### config.mk
export PLATFORM = sky130hd
export DESIGN_NAME = lock_controller
export DESIGN_NICKNAME = d
export VERILOG_FILES = /design/src/rtl/lock_controller.sv
export SDC_FILE = /design/constraint.sdc
export NUM_CORES = 1
export LEC_CHECK = 0
export CAP_MARGIN = 20
export CELL_PAD_IN_SITES_DETAIL_PLACEMENT = 1
export CELL_PAD_IN_SITES_GLOBAL_PLACEMENT = 1
export CORE_ASPECT_RATIO = 1.5
export CORE_MARGIN = 2
export CORE_UTILIZATION = 44
export DETAILED_ROUTE_END_ITERATION = 8
export HOLD_SLACK_MARGIN = 0.08
export PLACE_DENSITY_LB_ADDON = 0.1
export SYNTH_ARGS = -nofsm -noshare
export SYNTH_HDL_FRONTEND = slang
export SYNTH_SLANG_ARGS = --single-unit
### constraint.sdc
create_clock -name clk -period 3.3 [get_ports clk]
set_input_delay 0.825 -clock clk [delete_from_list [all_inputs] [get_ports clk]]
set_output_delay 0.825 -clock clk [all_outputs]
set_load 0.05 [all_outputs]
### src/rtl/lock_controller.sv
// Combination-lock sequencer: digit entry against a programmable code, failed-attempt
// counting with timed lockout, and code re-programming from the open state.
module lock_controller #(
    parameter int unsigned         DIGITS         = 6,
    parameter int unsigned         MAX_FAIL       = 3,
    parameter int unsigned         LOCKOUT_CYCLES = 16,
    parameter logic [4*DIGITS-1:0] CODE_DEFAULT   = 24'h369561
) (
    input  logic       clk,
    input  logic       reset,
    input  logic       digit_valid,
    input  logic [3:0] digit,
    input  logic       lock_req,
    input  logic       prog_req,
    output logic       digit_ready,
    output logic [1:0] status,
    output logic [2:0] pos,
    output logic [1:0] fail_count,
    output logic       lockout,
    output logic [2:0] state
);

    localparam int unsigned CW   = 4 * DIGITS;
    localparam int unsigned CNTW = $clog2(LOCKOUT_CYCLES);

    localparam logic [2:0]      LAST_POS   = 3'(DIGITS - 1);
    localparam logic [2:0]      MAX_FAIL_W = 3'(MAX_FAIL);
    localparam logic [1:0]      MAX_FAIL_C = 2'(MAX_FAIL);
    localparam logic [CNTW-1:0] CNT_LOAD   = CNTW'(LOCKOUT_CYCLES - 1);

    localparam logic [1:0] STAT_OPEN    = 2'b00;
    localparam logic [1:0] STAT_CLOSED  = 2'b01;
    localparam logic [1:0] STAT_LEGAL   = 2'b11;
    localparam logic [1:0] STAT_ILLEGAL = 2'b10;

    typedef enum logic [2:0] {
        ST_ENTRY   = 3'd0,
        ST_OPEN    = 3'd1,
        ST_FAIL    = 3'd2,
        ST_LOCKOUT = 3'd3,
        ST_PROG    = 3'd4
    } state_e;

    state_e          state_q, state_d;
    logic [2:0]      pos_q, pos_d;
    logic [1:0]      fail_q, fail_d;
    logic            mism_q, mism_d;
    logic            ill_q, ill_d;
    logic [CW-1:0]   code_q, code_d;
    logic [CW-1:0]   shadow_q, shadow_d;
    logic [CNTW-1:0] cnt_q, cnt_d;
    logic [1:0]      status_q, status_d;
    logic            ready_q, ready_d;
    logic            lockout_q, lockout_d;

    logic          accept;
    logic          digit_bad;
    logic [3:0]    exp_nib;
    logic [CW-1:0] shadow_wr;
    logic          mism_now;
    logic          ill_now;
    logic [2:0]    fail_plus;

    assign accept    = digit_valid & ready_q;
    assign digit_bad = (digit > 4'd9);
    assign fail_plus = {1'b0, fail_q} + 3'd1;

    // Code nibble for the current position; digit 0 lives in the most significant nibble.
    always_comb begin
        exp_nib   = '0;
        shadow_wr = shadow_q;
        for (int unsigned i = 0; i < DIGITS; i++) begin
            if (pos_q == 3'(i)) begin
                exp_nib                            = code_q[4*(DIGITS-1-i) +: 4];
                shadow_wr[4*(DIGITS-1-i) +: 4] = digit;
            end
        end
    end

    assign mism_now = mism_q | digit_bad | (digit != exp_nib);
    assign ill_now  = ill_q | digit_bad;

    always_comb begin
        state_d  = state_q;
        pos_d    = pos_q;
        fail_d   = fail_q;
        mism_d   = mism_q;
        ill_d    = ill_q;
        code_d   = code_q;
        shadow_d = shadow_q;
        cnt_d    = cnt_q;

        case (state_q)
            ST_ENTRY: begin
                if (accept) begin
                    if (pos_q == LAST_POS) begin
                        pos_d  = '0;
                        mism_d = 1'b0;
                        ill_d  = 1'b0;
                        if (!mism_now) begin
                            state_d = ST_OPEN;
                            fail_d  = '0;
                        end else if (fail_plus < MAX_FAIL_W) begin
                            state_d = ST_FAIL;
                            fail_d  = fail_plus[1:0];
                        end else begin
                            state_d = ST_LOCKOUT;
                            cnt_d   = CNT_LOAD;
                            fail_d  = MAX_FAIL_C;
                        end
                    end else begin
                        pos_d  = pos_q + 3'd1;
                        mism_d = mism_now;
                        ill_d  = ill_now;
                    end
                end
            end
            ST_OPEN: begin
                if (prog_req) begin
                    state_d = ST_PROG;
                    pos_d   = '0;
                end else if (lock_req) begin
                    state_d = ST_ENTRY;
                end
            end
            ST_FAIL: begin
                state_d = ST_ENTRY;
            end
            ST_LOCKOUT: begin
                if (cnt_q == '0) begin
                    state_d = ST_ENTRY;
                    fail_d  = '0;
                end else begin
                    cnt_d = cnt_q - 1'b1;
                end
            end
            ST_PROG: begin
                if (accept) begin
                    if (digit_bad) begin
                        state_d = ST_OPEN;
                        pos_d   = '0;
                    end else if (pos_q == LAST_POS) begin
                        shadow_d = shadow_wr;
                        code_d   = shadow_wr;
                        state_d  = ST_ENTRY;
                        fail_d   = '0;
                        pos_d    = '0;
                    end else begin
                        shadow_d = shadow_wr;
                        pos_d    = pos_q + 3'd1;
                    end
                end
            end
            default: begin
                state_d = ST_ENTRY;
                pos_d   = '0;
                mism_d  = 1'b0;
                ill_d   = 1'b0;
            end
        endcase
    end

    // Outputs are decoded from next-state values so they register alongside the state.
    always_comb begin
        status_d  = STAT_LEGAL;
        ready_d   = 1'b0;
        lockout_d = 1'b0;
        case (state_d)
            ST_ENTRY: begin
                status_d = ill_d ? STAT_ILLEGAL : STAT_LEGAL;
                ready_d  = 1'b1;
            end
            ST_OPEN:    status_d = STAT_OPEN;
            ST_FAIL:    status_d = STAT_CLOSED;
            ST_LOCKOUT: begin
                status_d  = STAT_CLOSED;
                lockout_d = 1'b1;
            end
            ST_PROG: begin
                status_d = STAT_LEGAL;
                ready_d  = 1'b1;
            end
            default: begin
                status_d = STAT_LEGAL;
            end
        endcase
    end

    always_ff @(posedge clk) begin
        if (reset) begin
            state_q   <= ST_ENTRY;
            pos_q     <= '0;
            fail_q    <= '0;
            mism_q    <= 1'b0;
            ill_q     <= 1'b0;
            code_q    <= CODE_DEFAULT;
            shadow_q  <= CODE_DEFAULT;
            cnt_q     <= '0;
            status_q  <= STAT_LEGAL;
            ready_q   <= 1'b1;
            lockout_q <= 1'b0;
        end else begin
            state_q   <= state_d;
            pos_q     <= pos_d;
            fail_q    <= fail_d;
            mism_q    <= mism_d;
            ill_q     <= ill_d;
            code_q    <= code_d;
            shadow_q  <= shadow_d;
            cnt_q     <= cnt_d;
            status_q  <= status_d;
            ready_q   <= ready_d;
            lockout_q <= lockout_d;
        end
    end

    assign digit_ready = ready_q;
    assign status      = status_q;
    assign pos         = pos_q;
    assign fail_count  = fail_q;
    assign lockout     = lockout_q;
    assign state       = state_q;

endmodule
== Word level (Yosys, flattened, before mapping) ==
Index checks and enable logic that the tools add are counted.

* Add/sub/neg operators: 3
* Order comparisons: 2
* Equality and inequality tests: 24
* Mux-type cells: 54
* Bitwise gates (word level): 7
* Reductions and logical operators: 16

{| class="wikitable"
|+ Operators by type and width
! cell !! number
|-
| 2-to-1 mux 4 bit || 17
|-
| 2-to-1 mux 3 bit || 13
|-
| case mux 3 bit (4 select lines) || 2
|-
| != test 2 bit, second input constant || 10
|-
| == test 3 x 2 -> 1 bit, second input constant || 6
|-
| 2-to-1 mux 2 bit || 9
|-
| == test 3 bit, second input constant || 4
|-
| case mux 2 bit (3 select lines) || 2
|-
| == test 3 x 1 -> 1 bit, second input constant || 3
|-
| logical NOT 3 bit || 3
|-
| 2-to-1 mux 1 bit || 8
|-
| case mux 4 bit (2 select lines) || 1
|-
| AND reduction 4 bit || 2
|-
| AND reduction 7 bit || 1
|-
| AND reduction 6 bit || 1
|-
| OR reduction 2 bit || 3
|-
| greater-than comparator 4 bit, second input constant || 1
|-
| logical NOT 4 bit || 1
|-
| != test 4 bit || 1
|-
| case mux 1 bit (2 select lines) || 2
|-
| OR reduction 4 bit || 1
|-
| subtractor 4 x 1 -> 4 bit, second input constant || 1
|-
| adder 2 x 1 -> 3 bit, second input constant || 1
|-
| adder 3 x 1 -> 3 bit, second input constant || 1
|-
| 8 further kinds || 12
|}

* Register bits after elaboration: 66
* Input port bits: 9
* Output and inout port bits: 12
* Logic and storage cells: 117

== Depth between registers and ports, before layout ==
Gate-level depths: netlist of the first run.

* Word-level depth: 16
* Depth in mapped cells: 13

== Worst setup path after synthesis of the first run ==
Ideal clock, no wire load.

* Path kind: register to register
* From: register pos_q[0] (netlist: pos[0])
* To: register cnt_q[1]
* Setup time: 123 ps
* Arrival: 3011 ps
* Data required time: 3177 ps
* Path slack: 166 ps
* Stages on the path, launching flop included: 14
* Buffers on the path: 5
* Clock period less this slack: 3134 ps
* Cell sequence: dfxtp_1 buf_6 buf_6 clkbuf_1 and2_1 ha_1 clkbuf_1 buf_2 nand3b_1 o221ai_2 xor2_1 nand4_2 a31o_1 mux2i_1

* Longest elaborated chain between the ends: 11
* Elaborated cells on any way between the ends: 17
* Classes of those cells: eq/ne (8); mux (6); bitwise (1); reduce/logical (2)

{| class="wikitable"
|+ RTL lines
! item !! RTL line !! source
|-
| start, declared || 45 || <nowiki>logic [2:0] pos_q, pos_d;</nowiki>
|-
| start signal, assigned || 204 || <nowiki>pos_q <= pos_d;</nowiki>
|-
| logical NOT 3 bit || 73 || <nowiki>if (pos_q == 3'(i)) begin</nowiki>
|-
| 2-to-1 mux 4 bit (6 in series) || 73 ||
|-
| != test 4 bit || 80 || <nowiki>assign mism_now = mism_q | digit_bad | (digit != exp_nib);</nowiki>
|-
| bitwise OR 1 bit || 80 ||
|-
| != test 2 bit (no line) || -- ||
|-
| AND reduction 6 bit (no line) * || -- ||
|-
| end signal, assigned || 210 || <nowiki>cnt_q <= cnt_d;</nowiki>
|-
| end, declared || 51 || <nowiki>logic [CNTW-1:0] cnt_q, cnt_d;</nowiki>
|}

Mark *: on every way between the ends. The rest lies on a longest branch, timed or not.
A chain may end at the register's enable or synchronous reset.

== Worst setup path after layout of the first run ==
* From: register pos_q[0] (netlist: pos[0])
* To: output port pos[0]

{| class="wikitable"
|+ RTL lines
! item !! RTL line !! source
|-
| end, declared || 17 || <nowiki>output logic [2:0] pos,</nowiki>
|}

No word-level cell between the ends.

==> results of run 1 <==
-- flip-flops by register name, indices dropped and copies added (netlist names) --
register / flops
status: 2
cnt_q: 4
pos: 3
digit_ready: 1
shadow_q: 20
mism_q: 1
lockout: 1
fail_count: 2
code_q: 24
state: 3
ill_q: 1
-- report_power, final --
group	switching (mW)	internal (mW)
Clock	0.304	0.332
Sequential	0.00694	0.752
Combinational	0.0807	0.0532
-- final cells by class --
type,count,area (um2)
Clock inverter,3,17.52
Inverter,11,41.29
Timing Repair Buffer,43,372.9
Clock buffer,13,168.9
Multi-Input combinational cell,267,1622
Tap cell,78,97.59
Fill cell,820,3198
Sequential cell,62,1241
-- how the worst max path moves through the flow --
| stage | slack [ns] | cells after the start | end |
|---|---|---|---|
| finish | 0.49 | 2 | pos[0] |
| global route | 0.40 | 7 | cnt_q[1]$_SDFFE_PP0P_ |
| CTS | 0.47 | 2 | pos[0] |
| detailed placement | 0.21 | 7 | cnt_q[1]$_SDFFE_PP0P_ |
| global placement | 0.25 | 7 | cnt_q[1]$_SDFFE_PP0P_ |
| floorplan | 0.17 | 13 | cnt_q[1]$_SDFFE_PP0P_ |
-- placed cells by master, fill, tap and decap left out, types with 3 or more instances in the layout --
| master | Yosys | final |
|---|---|---|
| nand2_1 | 65 | 65 |
| dfxtp_1 | 62 | 62 |
| nor2_1 | 34 | 34 |
| a21oi_1 | 30 | 30 |
| mux2i_1 | 23 | 23 |
| buf_4 | 1 | 23 |
| nand3_1 | 22 | 22 |
| clkdlybuf4s50_1 | 0 | 20 |
| o21ai_0 | 14 | 14 |
| clkbuf_8 | 0 | 12 |
| inv_1 | 11 | 11 |
| a211oi_1 | 6 | 6 |
| nor3_1 | 5 | 5 |
| o211ai_1 | 5 | 5 |
| nand3b_1 | 4 | 4 |
| nand2b_1 | 4 | 4 |
| nor2b_1 | 3 | 3 |
| a221o_1 | 3 | 3 |
-- per-stage QoR --
| step | power [mW] | instances | hold WS [ns] |
|---|---|---|---|
| final | 1.529 | 477 | 0.4544 |
| after global routing | 1.583 | 477 | 0.4814 |
| after CTS | 1.547 | 477 | 0.4585 |
| after detailed placement | 0.9102 | 461 | 0.4464 |
| after global placement | 0.9085 | 461 | 0.4362 |
| after floorplan | 0.8634 | 366 | 0.4312 |
-- per-layer routing --
metal | vias up | part of all wire | wire length [um]
met2 | 37 | 0.54 | 4566
met1 | 1303 | 0.41 | 3454
met3 | 20 | 0.025 | 211
li1 | 1344 | - | -
met4 | 0 | 0.032 | 272
met5 | - | 0 | 0
-- kinds of logic after synthesis --
kind of cell | synth area share
adders and majority gates | 0.008233
muxes | 0.08810
DFF | 0.4084
xor gates and xnor gates | 0.01153
and+or+nand+nor | 0.2363
AOI/OAI and AO/OA | 0.1894
buffers and inverters | 0.05805
-- worst min-delay path, stage by stage (launching register included) --
cell and delay [ns]:
dfxtp_1 0.31, nand2_1 0.05, a21oi_1 0.05
==> flow_summary.rst, run 1 <==
.. list-table::
   :header-rows: 1

   * - Metric
     - Value
   * - Run status
     - finished clean
   * - Hold-critical path endpoint
     - code_q[3]$_SDFFE_PP0P_
   * - Setup repair after global routing missed its margin
     - no
   * - Maximum vdd ir drop
     - 261.8 uV
   * - Final hold violation count
     - 0
   * - Depth of the worst hold-timing path
     - 2
   * - Crit path max fanout
     - 11
   * - Total GRT Usage
     - 0.2500
   * - TritonCTS clock tree
     - yes
   * - Slew of the pin with the lowest slew margin
     - 0.6872 ns
   * - Maximum number of pins on one net before global-route repair
     - 37
   * - Netlist area before placement
     - 3039 um2
   * - N_diodes
     - 0
   * - Post-synthesis cell type count
     - 57
   * - Worst Min Path Start
     - code_q[3]$_SDFFE_PP0P_
   * - Synthesized area divided by synthesized cell count
     - 8.304 um2
   * - Peak clock frequency supported by timing
     - 356.4 MHz
   * - Number of enable-type register cells in the synthesized netlist
     - 0
   * - Source-to-sink clock delay at the later pin of the worst-skew pair
     - 0.36 ns
   * - Cell at the root of the clock tree
     - clkbuf_8
   * - First-iteration detailed-routing DRC count
     - 67
   * - Fraction of met3 tracks used by global routing
     - 0.05258
   * - Global-route wire length before repair
     - 14370 um
   * - Number of sinks on the clock net
     - 62
   * - Path type of the worst setup path
     - reg -> out
   * - Number of setup buffers added after CTS
     - 0
   * - Fraction of final layout cells with drive strength greater than 1
     - 0.1228
   * - CP Launch Point
     - pos[0]$_SDFFE_PP0P_
   * - Placer Congestion
     - 0.8041
   * - Die H
     - 105.8 um
   * - Initial core utilization
     - 0.4496
   * - Worst path arrival time
     - 1.98 ns
   * - IO Port Bufs
     - 20
   * - Top cells by area in the synthesized netlist
     - dfxtp_1, nand2_1, mux2i_1
   * - Synth top area share
     - 0.4084
   * - Post-detailed-route DRC marker count
     - 0
   * - Fin nets
     - 405
   * - Number of buffers added to fix hold violations after cts
     - 0
   * - Stage delay of the slowest cell on the critical path
     - 0.80 ns
   * - Cts repair resizes
     - 0
   * - R2R depth
     - 8
   * - Endpoint of the worst register-to-register path
     - cnt_q[1]$_SDFFE_PP0P_
   * - Number of placement rows
     - 37
   * - Antenna Nets Post-Route
     - 0
   * - Wirelength per Cell
     - 17.83 um
   * - Deepest clock path buffer count
     - 2
   * - Cell area after layout
     - 3561 um2
   * - Worst hold path class
     - reg -> reg
   * - Share of the core filled with cells
     - 0.5268
   * - Post-route setup slack
     - 0.4939 ns
   * - Final worst clock skew
     - 0.006817 ns
   * - Total number of yosys warnings
     - 0
   * - Total I/O pin count
     - 21
   * - Crit path max-delay family
     - buffers and inverters
   * - Pre-CTS worst setup slack
     - 0.2130 ns
   * - Endpoint type of the worst setup path
     - primary output
   * - Req. time, crit path
     - 2.47 ns
   * - Die Footprint
     - 7602 um2
   * - Ys flop type
     - dfxtp_1
   * - Router iterations before antenna repair
     - 4
   * - Tmin final
     - 2.806 ns
   * - Max cap viols
     - 0
   * - Most frequent cells after synthesis
     - nand2_1, dfxtp_1, nor2_1, a21oi_1, mux2i_1
   * - Post-synthesis sequential area ratio
     - 0.4084
   * - Remaining global-route overflow
     - 0
   * - Initial antenna violation count
     - 0
   * - Count of buffering cells on the critical path with inverters included
     - 2
   * - DP HPWL
     - 6065 um
   * - R2r startpoint
     - pos[0]$_SDFFE_PP0P_
   * - Share of flip-flops with an asynchronous set or reset
     - 0
   * - Worst setup slack for register-to-register paths
     - 0.68 ns
   * - Routing usage on met1
     - 0.2697
   * - Count of vias placed by the detailed router
     - 2704
   * - Headroom to the max-slew limit
     - 0.5388
   * - Count of endpoints failing setup in the final report
     - 0
   * - Pwr per Cell Area
     - 429.4 nW/um2
   * - Level count of the clock H-tree
     - 3
   * - Max Slew Vio Count
     - 0
   * - Area added between synthesis and finish
     - 17.17%
   * - Most used routing layer in global routing
     - met2
   * - Std-Cell Core Area
     - 6759 um2
   * - Cell Chain, Critical Path
     - buf_4, clkdlybuf4s50_1
   * - Placed instance area
     - 3374 um2
   * - Horizontal die dimension
     - 71.86 um
   * - Count of mapped cells out of synthesis
     - 366
   * - Cts bufs inserted
     - 9
   * - Number of global-route vias before repair
     - 2966
   * - Leakage
     - 1.400 nW
   * - Largest area contributor in the netlist
     - dfxtp_1
   * - Total negative slack for setup checks
     - 0 ns
   * - Drt total wl
     - 8505 um
   * - Clock-pin slew on the worst setup and hold paths
     - 0.07 ns
   * - Most frequently used cell type in the post-synthesis netlist
     - nand2_1
   * - Share of the clock period used by the worst path after layout
     - 0.8503
   * - Max stage delay cell, worst path
     - clkdlybuf4s50_1
   * - Worst setup SP type
     - flop
   * - Post-Synthesis Net Count
     - 377
   * - Via/cell ratio
     - 5.669
   * - Count of state elements after synthesis
     - 62
   * - Met2 usage in global routing
     - 0.4425
No activity file was read; power rests on OpenSTA's default activity.
==> run 2: changes to the inputs <==
ABC_CLOCK_PERIOD_IN_PS = 3300   (was unset)
==> results of run 2 <==
Final layout, timing and power as in run 1 (identical DEF).
==> patch 1: new RTL, settings of run 2 <==
`LOCKOUT_CYCLES`: 16 -> 8.
--- a/src/rtl/lock_controller.sv
+++ b/src/rtl/lock_controller.sv
@@ -3,7 +3,7 @@
 module lock_controller #(
     parameter int unsigned         DIGITS         = 6,
     parameter int unsigned         MAX_FAIL       = 3,
-    parameter int unsigned         LOCKOUT_CYCLES = 16,
+    parameter int unsigned         LOCKOUT_CYCLES = 8,
     parameter logic [4*DIGITS-1:0] CODE_DEFAULT   = 24'h369561
 ) (
     input  logic       clk,
Formal check against the unedited RTL: same outputs for any inputs over 10 cycles, from zero or initial values and one cycle with reset high; that may be too few to reach the edited logic, so the function may still have changed.
==> patch 1 against run 2 <==
  * Combinational power is 4% higher
  * Largest power group unchanged
  * Sequential power shrank 2%
  * Setup slack worse by 0.16 ns
  * Sequential cell count decreased by 1
  * Wire length is 0.78% higher
  * Power increased by 1.5%
  * Non-clock buffer count is 1 lower
  * Area after synthesis shrank 3.3%
  * Sequential share of layout area up 0.15 points
  * Design area fell by 2.0%
==> patch 1: results (changes against run 2) <==
Synth
  • Ys async rst share: 0% (unchanged)
  • Library cells used by synthesis: 51 (-11%)
  • Most frequent cells after synthesis: nand2_1 (73), dfxtp_1 (61), nand3_1 (32), a21oi_1 (27), nor2_1 (25)
  • Avg Cell Area, Syn: 8.074 um2 (-2.8%)
  • Dominant cells by area after synthesis: dfxtp_1 (42%), nand2_1 (9.3%), mux2i_1 (6.8%)
  • Syn nets: 376 (-0.27%)
  • Sequential-to-total area share from yosys stat: 41.55% (+0.71 points)

Route
  • Pre-Repair DR Iteration Count: 4 (unchanged)
  • WL met3: 155 um (-27%)
  • Via Count: 2711 (+0.26%)
  • Routed wl met2: 4.519 mm (-1.0%)
  • Vias per Instance: 5.744 (+1.3%)
  • DRT iter0 DRCs: 96 (+43%)
  • Wirelength per Cell: 18.16 um (+1.8%)
  • DRT met1 WL: 3.571 mm (+3.4%)

Placement
  • Routability congestion estimate: 0.8857 (+10%)
  • DPL Wire Length: 6.132 mm (+1.1%)
  • I/O Buffers: 20 (unchanged)
  • Placement Cell Area: 3296 um2 (-2.3%)
  • Placed Cells incl. Taps: 457 (-0.87%)
  • Place WS: 0.06173 ns (-0.1513 ns)

Finish
  • Footprint of the multi-input gates: 1569 um2 (-3.2%)
  • Filler cell count: 793 (-3.3%)
  • Nets: 404 (-0.25%)
  • Share of cells above drive strength 1: 11.87% (-0.41 points)

Timing
  • Min Hold Slack: 0.4554 ns (+0.0009540 ns)
  • Slew headroom: 49.38% (-4.5 points)
  • Setup Skew: 0.004857 ns (-0.001960 ns)

GRT
  • Total track usage: 24.92% (-0.089 points)
  • Vias in the first global route: 2802 (-5.5%)
  • First-pass GRT wire length: 14.06 mm (-2.2%)

Min path
  • Hold endpoint: code_q[22]$_SDFFE_PP0P_
  • Hold_sp: shadow_q[22]$_SDFFE_PP0P_

Worst setup path
  • Internal reg-to-reg setup slack: 0.33 ns (-0.35 ns)
  • Crit path largest cell delay: 0.57 ns (-0.23 ns)
  • Crit path max-delay family: simple AND/OR/NAND/NOR gates
  • Crit-path max FO: 19 (+8)
  • Cell count of the worst reg-to-reg path: 10 (+2)
  • Worst EP arrival: 3.21 ns (+1.23 ns)
  • Worst r2r dst: status[0]$_SDFF_PP1_
  • Critical path's slowest cell: or4_4

Run status
  • Outcome: completed

Power
  • Worst VDD drop: 0.0002912 V (+11%)
  • Design internal power: 1.181 mW (+3.9%)
  • NetSw: 0.3701 mW (-5.6%)
  • Clock Power Share: 43.1% (+1.5 points)
  • Pleak: 1.323 nW (-5.5%)
  • Comb pwr share: 9.0% (+0.2 points)
patch 1: cell count changes after synthesis, sizes merged, moves of 3 or more:
cell / delta
nand2b: -4
o211ai: +4
or3: +3
o21ai: -5
mux2i: -3
nor2: -9
a21oi: -3
nand2: +8
nand3: +10
a221o: -3
a221oi: +3
nand3b: -4
patch 1: cells by family after synthesis:
kind of cell | share of synthesized area (%)
AND/OR/NAND/NOR | 25.59
AO/OA/AOI/OAI | 17.58
flip-flops | 41.55
buffers and inverters | 5.449
multiplexers | 7.961
adder cells (fa/ha/maj) | 1.277
XOR/XNOR | 0.5961
patch 1: layer usage:
metal | global-route usage (%) | vias up
met4 | 15.36 | 0
met3 | 3.876 | 23
li1 | - | 1337
met1 | 28.63 | 1319
met5 | 0 | -
met2 | 42.32 | 32
patch 1: cell type report:
| class | instances | share of cell area (%) |
|---|---|---|
| Multi-Input combinational cell | 266 | 44.98 |
| Sequential cell | 61 | 35.01 |
| Timing Repair Buffer | 42 | 10.47 |
| Clock buffer | 14 | 4.663 |
| Tap cell | 76 | 2.726 |
| Inverter | 12 | 1.291 |
| Clock inverter | 1 | 0.8608 |
patch 1: worst max-delay path by stage:
stage	startpoint	to	slack, ns	cells after the start
after floorplan	pos[0]$_SDFFE_PP0P_	status[0]$_SDFF_PP1_	0.07	12
after global placement	digit[1]	status[0]$_SDFF_PP1_	0.16	7
after detailed placement	digit[1]	status[0]$_SDFF_PP1_	0.06	7
after CTS	pos[0]$_SDFFE_PP0P_	status[0]$_SDFF_PP1_	0.35	10
after global routing	pos[0]$_SDFFE_PP0P_	status[0]$_SDFF_PP1_	0.16	10
final	pos[0]$_SDFFE_PP0P_	status[0]$_SDFF_PP1_	0.33	10
==> patch 2: new RTL, settings of run 2 <==
Made on the original files. Register the output `status` once more, cleared by the reset; this adds one clock of latency there. The other outputs are not delayed to match.
--- a/src/rtl/lock_controller.sv
+++ b/src/rtl/lock_controller.sv
@@ -215,7 +215,13 @@
     end
 
     assign digit_ready = ready_q;
-    assign status      = status_q;
+    always_ff @(posedge clk) begin
+        if (reset) begin
+            status <= '0;
+        end else begin
+            status <= status_q;
+        end
+    end
     assign pos         = pos_q;
     assign fail_count  = fail_q;
     assign lockout     = lockout_q;
Formal check against the unedited RTL: not equivalent (Yosys sat finds a counterexample within 4 cycles, from zero or initial values and one cycle with reset high).
==> patch 2 against run 2 <==
  * Synthesized cell count fell by 2.5%
  * Power fell by 0.88%
  * Design area fell by 2.1%
  * Area after synthesis fell by 1.0%
  * Setup slack got worse by 0.019 ns
  * Wire length fell by 1.5%
  * Sequential cell count rose by 2
  * Critical path type is now reg2reg
  * Critical endpoint is now cnt_q[3]$_SDFFE_PP0P_
  * Largest power group unchanged
==> patch 2: results (changes against run 2) <==
Synth
  • Mux cell area share after synthesis: 8.569% (-0.24 points)
  • Syn nets: 368 (-2.4%)
  • Xor/xnor share of the synthesized area: 0.8735% (-0.28 points)
  • Library cells used by synthesis: 58 (+1.8%)
  • Compound-Gate Fraction of Synth Area: 17.10% (-1.8 points)
  • Most frequent cells after synthesis: dfxtp_1 (64), nand2_1 (62), a21oi_1 (29), nand3_1 (28), nor2_1 (28)
  • Sequential-to-total area share from yosys stat: 42.60% (+1.8 points)

Run status
  • Outcome: completed

Timing
  • Setup Skew: 0.004844 ns (-0.001973 ns)
  • Slew headroom: 63.86% (+10 points)

Finish
  • Share of cells above drive strength 1: 11.75% (-0.53 points)
  • Filler cell count: 805 (-1.8%)
  • Area grow syn2layout: 15.85%

Placement
  • Placement Cell Area: 3313 um2 (-1.8%)
  • Routability congestion estimate: 0.8581 (+6.7%)
  • DPL Wire Length: 5.975 mm (-1.5%)

Min path
  • Hold Crit Depth: 1 (-1)

Worst setup path
  • Crit path max-delay family: compound AO/OA/AOI/OAI gates
  • Crit path largest cell delay: 0.43 ns (-0.37 ns)
  • Crit path from: pos[2]$_SDFFE_PP0P_
  • Worst setup endpoint: cnt_q[3]$_SDFFE_PP0P_
  • Cell count of the worst reg-to-reg path: 9 (+1)
  • Crit-path max FO: 12 (+1)
  • Internal reg-to-reg setup slack: 0.47 ns (-0.21 ns)
  • Critical path's slowest cell: ha_1

Route
  • DRT iter0 DRCs: 81 (+21%)

GRT
  • Largest net degree at the start of global routing: 38 (+2.7%)
  • Total track usage: 24.01% (-0.99 points)
  • First-pass GRT wire length: 13.81 mm (-3.9%)

Power
  • Worst VDD drop: 0.0002122 V (-19%)
  • Pleak: 1.373 nW (-1.9%)
## patch 2: cell types whose count changed after synthesis, moves of 3 or more
cell      change
nand3_1       +6
nand2_1       -3
nor2_1        -6
inv_1         -5
a221o_1       -3
o21ai_0       -7
nand3b_1      -4
clkbuf_1      +4
## patch 2: cell type report
cell class              count  area share (%)
inverters                   8          0.8618
clock buffers              11           4.345
repair buffers             37           9.408
flip-flops and latches     64           36.77
multi-input cells         259           45.31
well taps                  76           2.729
clock inverters             4          0.5745
## patch 2: power breakdown
part | total (mW) | internal, mW | leakage [nW] | switching (mW)
logic | 0.145 | 0.0560 | 0.760 | 0.0888
clock network | 0.589 | 0.303 | 0.0947 | 0.286
registers | 0.782 | 0.779 | 0.518 | 0.00242
total | 1.52 | 1.14 | 1.37 | 0.377
## patch 2: per-layer routing
| metal | part of all wire (%) | global-route usage (%) |
|---|---|---|
| met5 | 0 | 0 |
| met4 | 2.5 | 9.838 |
| met3 | 2.9 | 4.876 |
| met2 | 53 | 42.00 |
| met1 | 42 | 27.97 |
## patch 2: per-stage QoR
| step | cells | setup slack, ns | hold slack (ns) |
|---|---|---|---|
| after global placement | 444 | 0.4020 | 0.4222 |
| after floorplan | 357 | 0.2848 | 0.4138 |
| after global routing | 459 | 0.3334 | 0.4698 |
| after detailed placement | 444 | 0.3960 | 0.4324 |
| after CTS | 459 | 0.4709 | 0.4527 |
| final | 459 | 0.4745 | 0.4462 |
## patch 2: worst min path at each step
stage,from,endpoint,slack (ns)
2_1_floorplan,status_q[0]$_SDFF_PP1_,status[0]$_SDFF_PP0_,0.41
3_3_place_gp,status_q[1]$_SDFF_PP1_,status[1]$_SDFF_PP0_,0.42
3_5_place_dp,status_q[0]$_SDFF_PP1_,status[0]$_SDFF_PP0_,0.43
4_1_cts,status_q[0]$_SDFF_PP1_,status[0]$_SDFF_PP0_,0.45
5_1_grt,status_q[1]$_SDFF_PP1_,status[1]$_SDFF_PP0_,0.47
6_report,status_q[0]$_SDFF_PP1_,status[0]$_SDFF_PP0_,0.45
## patch 2: kinds of logic after synthesis
family	count (synthesis)
flip-flops	64
adder cells (fa/ha/maj)	2
multiplexers	25
XOR/XNOR	3
AND/OR/NAND/NOR	155
buffers and inverters	34
AO/OA/AOI/OAI	74
